## config.mk

```make
export PLATFORM = sky130hd
export DESIGN_NAME = mem_access
export DESIGN_NICKNAME = d
export VERILOG_FILES = /design/src/rtl/mips_pkg.sv /design/src/rtl/mem_lane_align.sv /design/src/rtl/mem_access.sv
export SDC_FILE = /design/constraint.sdc
export NUM_CORES = 1
export LEC_CHECK = 0
export ABC_AREA = 1
export BUFFER_PORTS_ARGS = -buffer_cell sky130_fd_sc_hd__buf_2
export CELL_PAD_IN_SITES_DETAIL_PLACEMENT = 0
export CELL_PAD_IN_SITES_GLOBAL_PLACEMENT = 1
export CORE_MARGIN = 4
export CORE_UTILIZATION = 25
export CTS_CLUSTER_SIZE = 28
export DETAILED_ROUTE_END_ITERATION = 12
export MAX_ROUTING_LAYER = met4
export PLACE_DENSITY_LB_ADDON = 0.1
export SYNTH_ARGS = -nofsm -noshare
export SYNTH_HDL_FRONTEND = slang
export SYNTH_SLANG_ARGS = --single-unit
```

## constraint.sdc

```tcl
create_clock -name clk -period 1.98 [get_ports clk]
set_clock_uncertainty 0.15 [all_clocks]
set_input_delay 0.396 -clock clk [delete_from_list [all_inputs] [get_ports clk]]
set_output_delay 0.396 -clock clk [all_outputs]
set_load 0.02 [all_outputs]
```

## src/rtl/mips_pkg.sv

```systemverilog
// Shared MIPS memory-stage types: access-size encodings, memory FSM states, alignment helper.
// Latency: n/a (types and pure functions only).
// Backpressure: n/a.
package mips_pkg;

    localparam logic [1:0] SZ_BYTE = 2'b00;
    localparam logic [1:0] SZ_HALF = 2'b01;
    localparam logic [1:0] SZ_WORD = 2'b10;

    typedef enum logic {
        IDLE = 1'b0,
        REQ  = 1'b1
    } mem_state_t;

    // True when the low address bits are not a multiple of the access size.
    // Encoding 2'b11 is handled like a word.
    function automatic logic is_misaligned(input logic [1:0] size, input logic [1:0] alo);
        logic r;
        case (size)
            SZ_BYTE: r = 1'b0;
            SZ_HALF: r = alo[0];
            default: r = (alo != 2'b00);
        endcase
        return r;
    endfunction

endpackage

```

## src/rtl/mem_lane_align.sv

```systemverilog
// Lane steering for sub-word accesses: byte enables, replicated store data, extended load value.
// Latency: 0 cycles (purely combinational).
// Backpressure: none; the caller decides when outputs are used.
module mem_lane_align
    import mips_pkg::*;
(
    input  logic [1:0]  size,
    input  logic [1:0]  alo,
    input  logic        sgn,
    input  logic [31:0] wdata_in,
    input  logic [31:0] rdata,
    output logic [3:0]  be,
    output logic [31:0] wdata_out,
    output logic [31:0] load_val
);

    logic [7:0]  byte_lane;
    logic [15:0] half_lane;

    // Select lanes by size; low bits below the access size are simply not looked at,
    // which is what makes unaligned addresses behave as aligned ones.
    always_comb begin
        be        = 4'b1111;
        wdata_out = wdata_in;
        load_val  = rdata;
        byte_lane = rdata[{alo, 3'b000} +: 8];
        half_lane = alo[1] ? rdata[31:16] : rdata[15:0];
        case (size)
            SZ_BYTE: begin
                be        = 4'b0001 << alo;
                wdata_out = {4{wdata_in[7:0]}};
                load_val  = sgn ? {{24{byte_lane[7]}}, byte_lane} : {24'h0, byte_lane};
            end
            SZ_HALF: begin
                be        = alo[1] ? 4'b1100 : 4'b0011;
                wdata_out = {2{wdata_in[15:0]}};
                load_val  = sgn ? {{16{half_lane[15]}}, half_lane} : {16'h0, half_lane};
            end
            default: begin
                be        = 4'b1111;
                wdata_out = wdata_in;
                load_val  = rdata;
            end
        endcase
    end

endmodule

```

## src/rtl/mem_access.sv

```systemverilog
// MIPS memory stage: issues loads/stores to a variable-latency port, one result per op to WB.
// Latency: non-memory ops 1 cycle; memory ops 1 + REQ cycles until mem_ack (or timeout).
// Backpressure: stall held high while a memory op is accepted or in flight. Option: MISALIGN_CHECK_EN.
module mem_access
    import mips_pkg::*;
#(
    parameter int TIMEOUT_CYCLES = 16,
    parameter int TO_W           = $clog2(TIMEOUT_CYCLES + 1)
) (
    input  logic        clk,
    input  logic        rst_n,
    input  logic        ex_valid,
    input  logic [31:0] ALUResult,
    input  logic [31:0] WriteData,
    input  logic        MemRead,
    input  logic        MemWrite,
    input  logic [1:0]  MemSize,
    input  logic        MemSigned,
    output logic        stall,
    output logic        mem_req,
    output logic        mem_we,
    output logic [31:0] mem_addr,
    output logic [3:0]  mem_be,
    output logic [31:0] mem_wdata,
    input  logic        mem_ack,
    input  logic [31:0] mem_rdata,
    output logic [31:0] WbData,
    output logic        wb_valid,
    output logic        bus_err
);

    mem_state_t      state, state_nxt;
    logic [TO_W-1:0] to_cnt;
    logic            lat_rd;
    logic            lat_sgn;
    logic [1:0]      lat_size;
    logic [1:0]      lat_alo;

    logic            mem_op, accept, misalign, issue, done, timeout;
    logic [1:0]      sel_size, sel_alo;
    logic [3:0]      lane_be;
    logic [31:0]     lane_wdata, load_val;

    assign mem_op = MemRead | MemWrite;
    assign accept = (state == IDLE) & ex_valid;
`ifdef MISALIGN_CHECK_EN
    assign misalign = is_misaligned(MemSize, ALUResult[1:0]);
`else
    assign misalign = 1'b0;
`endif
    assign issue   = accept & mem_op & ~misalign;
    assign done    = (state == REQ) & mem_ack;
    assign timeout = (state == REQ) & ~mem_ack & (to_cnt == TO_W'(TIMEOUT_CYCLES - 1));

    assign stall   = (state != IDLE) | (ex_valid & mem_op);
    // Derived from state so an async reset drops the request in the same cycle.
    assign mem_req = (state == REQ);

    // Live inputs steer the store lanes at issue; latched ones extract the load at ack.
    assign sel_size = (state == IDLE) ? MemSize        : lat_size;
    assign sel_alo  = (state == IDLE) ? ALUResult[1:0] : lat_alo;

    mem_lane_align u_lane (
        .size      (sel_size),
        .alo       (sel_alo),
        .sgn       (lat_sgn),
        .wdata_in  (WriteData),
        .rdata     (mem_rdata),
        .be        (lane_be),
        .wdata_out (lane_wdata),
        .load_val  (load_val)
    );

    // State register.
    always_ff @(posedge clk or negedge rst_n) begin
        if (!rst_n) state <= IDLE;
        else        state <= state_nxt;
    end

    // Next state: IDLE -> REQ on an issued access, back on ack or timeout.
    always_comb begin
        state_nxt = state;
        case (state)
            IDLE:    if (issue)           state_nxt = REQ;
            REQ:     if (done | timeout)  state_nxt = IDLE;
            default:                      state_nxt = IDLE;
        endcase
    end

    // Timeout counter: restarts at issue, advances on each REQ cycle without ack.
    always_ff @(posedge clk or negedge rst_n) begin
        if (!rst_n)                                    to_cnt <= '0;
        else if (issue)                                to_cnt <= '0;
        else if ((state == REQ) && !mem_ack && !timeout) to_cnt <= to_cnt + TO_W'(1);
    end

    // Request latch, write-back data and the one-cycle result/error pulses.
    always_ff @(posedge clk or negedge rst_n) begin
        if (!rst_n) begin
            mem_we    <= 1'b0;
            mem_addr  <= '0;
            mem_be    <= '0;
            mem_wdata <= '0;
            WbData    <= '0;
            wb_valid  <= 1'b0;
            bus_err   <= 1'b0;
            lat_rd    <= 1'b0;
            lat_sgn   <= 1'b0;
            lat_size  <= SZ_BYTE;
            lat_alo   <= 2'b00;
        end else begin
            wb_valid <= 1'b0;
            bus_err  <= 1'b0;
            if (accept && !mem_op) begin
                WbData   <= ALUResult;
                wb_valid <= 1'b1;
            end else if (accept && misalign) begin
                WbData   <= '0;
                wb_valid <= 1'b1;
                bus_err  <= 1'b1;
            end else if (issue) begin
                mem_we    <= ~MemRead & MemWrite;
                mem_addr  <= {ALUResult[31:2], 2'b00};
                mem_be    <= lane_be;
                mem_wdata <= lane_wdata;
                lat_rd    <= MemRead;
                lat_sgn   <= MemSigned;
                lat_size  <= MemSize;
                lat_alo   <= ALUResult[1:0];
            end else if (done) begin
                WbData   <= lat_rd ? load_val : 32'h0;
                wb_valid <= 1'b1;
            end else if (timeout) begin
                WbData   <= '0;
                wb_valid <= 1'b1;
                bus_err  <= 1'b1;
            end
        end
    end

endmodule

```

==> results.json <==
{
  "endpoint": "WbData[9]$_DFFE_PN0P_",
  "sw_frac_of_total_pct": 35.2,
  "crit_chain": "ha_1 -> nand2_1 -> nor2_1 -> ha_1 -> o21ai_1 -> nand2_1 -> inv_4 -> clkbuf_16 -> nand2_1 -> nand3_1",
  "holdWs_ns": 0.0422,
  "ys.flop_type": "dfrtp_1",
  "synth_top_family_by_area": "simple AND/OR/NAND/NOR gates",
  "hp-class": "input port to flip-flop",
  "hpwl_mm": 15.8,
  "design.core.area_mm2": 0.0218,
  "synth_cells": 738,
  "synth_xor_area_share_pct": 0,
  "finalWeightedCongestion": 0.867,
  "yosysSeqAreaShare_pct": 51.2,
  "rows": 54,
  "critPathMostFrequentCell": "nand2_1",
  "ff2ff_setup_slack_ns": 0.12,
  "drive_gt1_share_pct": 30.9,
  "max-clock-path-buffers": 2,
  "power_frac_seq_pct": 32.4,
  "cp_top_family": "adder cells",
  "cts_tree": "done",
  "r2r_cells": 10,
  "setup.worst_path.start": "to_cnt[0]$_DFFE_PN0P_",
  "yosysMostFrequentCell": "nand2_1",
  "initial_core_util_pct": 25.4,
  "worstSetupEndpointType": "flip-flop",
  "power.internal_uw": 6420,
  "syn_area_mm2": 0.00552,
  "area_growth_pct": 43.3,
  "ir_drop_mv": 0.448,
  "ys_warn_count": 0,
  "htree_levels": 4,
  "dieWidth_um": 157,
  "grt_pass1_wl_mm": 32.0,
  "synth_top_cell_by_area": "dfrtp_1",
  "antenna_found_initial": 2,
  "synth_fa_ha_area_share_pct": 0.453,
  "muxShareOfSynthArea_pct": 0,
  "drv_slew": 0,
  "cap_violations": 0,
  "m1WireLength_mm": 10.1,
  "via_count": 5540,
  "crit_path_top_delay_cell": "dfrtp_1",
  "arrival_ns": 2.06,
  "critPathMaxFanout": 11,
  "cts_root_buf": "clkbuf_16",
  "critPathKind": "flip-flop to flip-flop",
  "p_comb_share_pct": 32.0,
  "synthSimpleGateAreaFrac_pct": 33.0,
  "totalPowerFinal_uw": 9910,
  "grt_overflow": 0,
  "drt-total-wl_mm": 21.0,
  "die-area_mm2": 0.0245,
  "critPathLaunchType": "flip-flop",
  "path_depth": 10,
  "synthTopCellsByCount": "323 x nand2_1, 113 x dfrtp_1, 59 x nor2_1, 52 x nand3_1, 40 x o21ai_0",
  "status": "finished, final reports clean",
  "synth_top_area_share_pct": 51.2,
  "path_clk_slew_ns": 0.06,
  "clock_latency_ns": 0.41,
  "p_leak_uw": 0.00425,
  "synth_seq_cells": 113,
  "fin_nets": 1075,
  "worstReg2RegStart": "to_cnt[0]$_DFFE_PN0P_",
  "vias_per_cell": 4.38,
  "fin_crit_ns": 1.86,
  "ant_nets": 0,
  "grt_usage_pct": 17.4,
  "maxUsedRoutingLayer": "met4",
  "postCtsSetupBuffers": 0,
  "fin_tns_setup_ns": 0,
  "crit_buf_inv": 2,
  "period_share_pct": 94.0,
  "cts_num_sinks": 113,
  "cp.required_ns": 2.18,
  "cts_made_buffers": 17,
  "grt_pass1_vias": 5556,
  "final_cells": 1265,
  "synth_compound_area_share_pct": 8.95,
  "async_flop_share_pct": 100,
  "synth_edf_count": 0,
  "avgSynthCellArea_um2": 7.49,
  "drtIter0Drc": 309,
  "first_pass_iters": 4,
  "portBuffers": 207,
  "drc_errors": 0,
  "synthTopCellsByArea": "dfrtp_1 51%, nand2_1 22%, nand3_1 4.7%",
  "p_per_area_mw_per_mm2": 1250,
  "cp_slowest_stage_delay_ns": 0.39,
  "clkPwrFrac_pct": 35.6,
  "p_sw_uw": 3480,
  "place_inst": 1225,
  "grt_max_degree": 53,
  "ioPinCount": 210,
  "dr_wl_met2_mm": 9.47,
  "place_area_mm2": 0.00711,
  "r2r_end": "WbData[9]$_DFFE_PN0P_",
  "wl_per_cell_um": 16.6,
  "max_clock_freq_mhz": 537,
  "die_h_um": 157,
  "wl_met3_mm": 1.23,
  "synthDistinctLibCells": 28,
  "setup_viol": 0,
  "fin_area_mm2": 0.00791,
  "final_hold_viol_count": 0
}
[cell usage in the layout, fill, tap and decap left out, drive strengths merged]
| cell | synthesis | final |
|---|---|---|
| ha | 2 | 2 |
| bufinv | 0 | 6 |
| nor3 | 1 | 1 |
| nor3b | 1 | 1 |
| conb | 1 | 2 |
| inv | 43 | 43 |
| dlygate4sd3 | 0 | 1 |
| nor2 | 63 | 63 |
| nand3 | 53 | 54 |
| dfrtp | 113 | 113 |
| o21ai | 43 | 43 |
| nand2 | 327 | 327 |
| o22ai | 1 | 1 |
| buf | 12 | 243 |
| a31oi | 15 | 15 |
| diode | 0 | 4 |
| a21oi | 32 | 32 |
| clkbuf | 25 | 24 |
| nand4 | 5 | 5 |
| clkinvlp | 0 | 2 |
| clkinv | 1 | 3 |
[power groups by stage]
stage,clock network [uW],registers [uW],logic [uW]
CTS,3600,3210,3160
global placement,0,3240,3150
floorplan,0,3900,1150
global route,3710,3280,3510
finish,3530,3200,3170
detailed placement,0,3230,3150
[per-layer routing]
metal  GRT usage [%]  vias to the layer above
li1                -                     2802
met1            23.9                     2562
met2            25.9                      160
met3            3.95                       16
met4            4.71                        0
met5               -                        -
[registers in the layout, indices dropped and copies added (netlist names)]
signal and count:
WbData 32, mem_wdata 32, mem_addr 30, to_cnt 5, mem_be 4, lat_alo 2, lat_size 2, bus_err 1
lat_rd 1, lat_sgn 1, mem_req 1, mem_we 1, wb_valid 1
[how the worst min path moves through the flow]
| stage | startpoint | to | slack (ns) | cells after the start |
|---|---|---|---|---|
| detailed placement | rst_n | mem_wdata[6]$_DFFE_PN0P_ | 0.14 | 1 |
| CTS | ALUResult[27] | mem_addr[27]$_DFFE_PN0P_ | 0.03 | 3 |
| floorplan | rst_n | WbData[0]$_DFFE_PN0P_ | -0.05 | 0 |
| global placement | rst_n | mem_wdata[6]$_DFFE_PN0P_ | 0.14 | 1 |
| global route | ALUResult[10] | mem_addr[10]$_DFFE_PN0P_ | 0.04 | 3 |
| finish | ALUResult[9] | mem_addr[9]$_DFFE_PN0P_ | 0.04 | 3 |
[cell type report]
cell class / count / area [um^2]
timing repair buffer: 246 / 1480
fill: 2395 / 13800
clock buffer: 22 / 464
tap: 280 / 350
antenna: 4 / 10.0
sequential: 113 / 2830
clock inverter: 10 / 205
inverter: 44 / 170
multi-input combinational: 546 / 2400
[worst reg2reg max path, cell delays in order, from the launching register on]
cell       delay [ns]
dfrtp_1          0.39
ha_1             0.21
nand2_1          0.08
nor2_1           0.05
ha_1             0.20
o21ai_1          0.12
nand2_1          0.12
inv_4            0.15
clkbuf_16        0.19
nand2_1          0.06
nand3_1          0.08
[per-stage QoR]
step                      setup slack (ns)  utilization, %
final                                0.119            36.4
after global routing              -0.00205            36.4
after CTS                           0.0347            35.8
after detailed placement            0.0381            32.7
after global placement              0.0631            32.7
after floorplan                     0.0972               -
[timing repair]
item / 4_1_cts / 5_1_grt
hold endpoints to repair: 15 / 0
hold buffers: 1 / 0
resized for setup: 0 / 18
endpoints found under the setup margin: 0 / 32
[kinds of logic after synthesis]
kind of cell | count (synthesis)
other | 1
DFF | 113
AOI/OAI and AO/OA | 91
adders and majority gates | 2
and+or+nand+nor | 450
buffers and inverters | 81
Note: power is estimated with default switching activity, not from simulation.
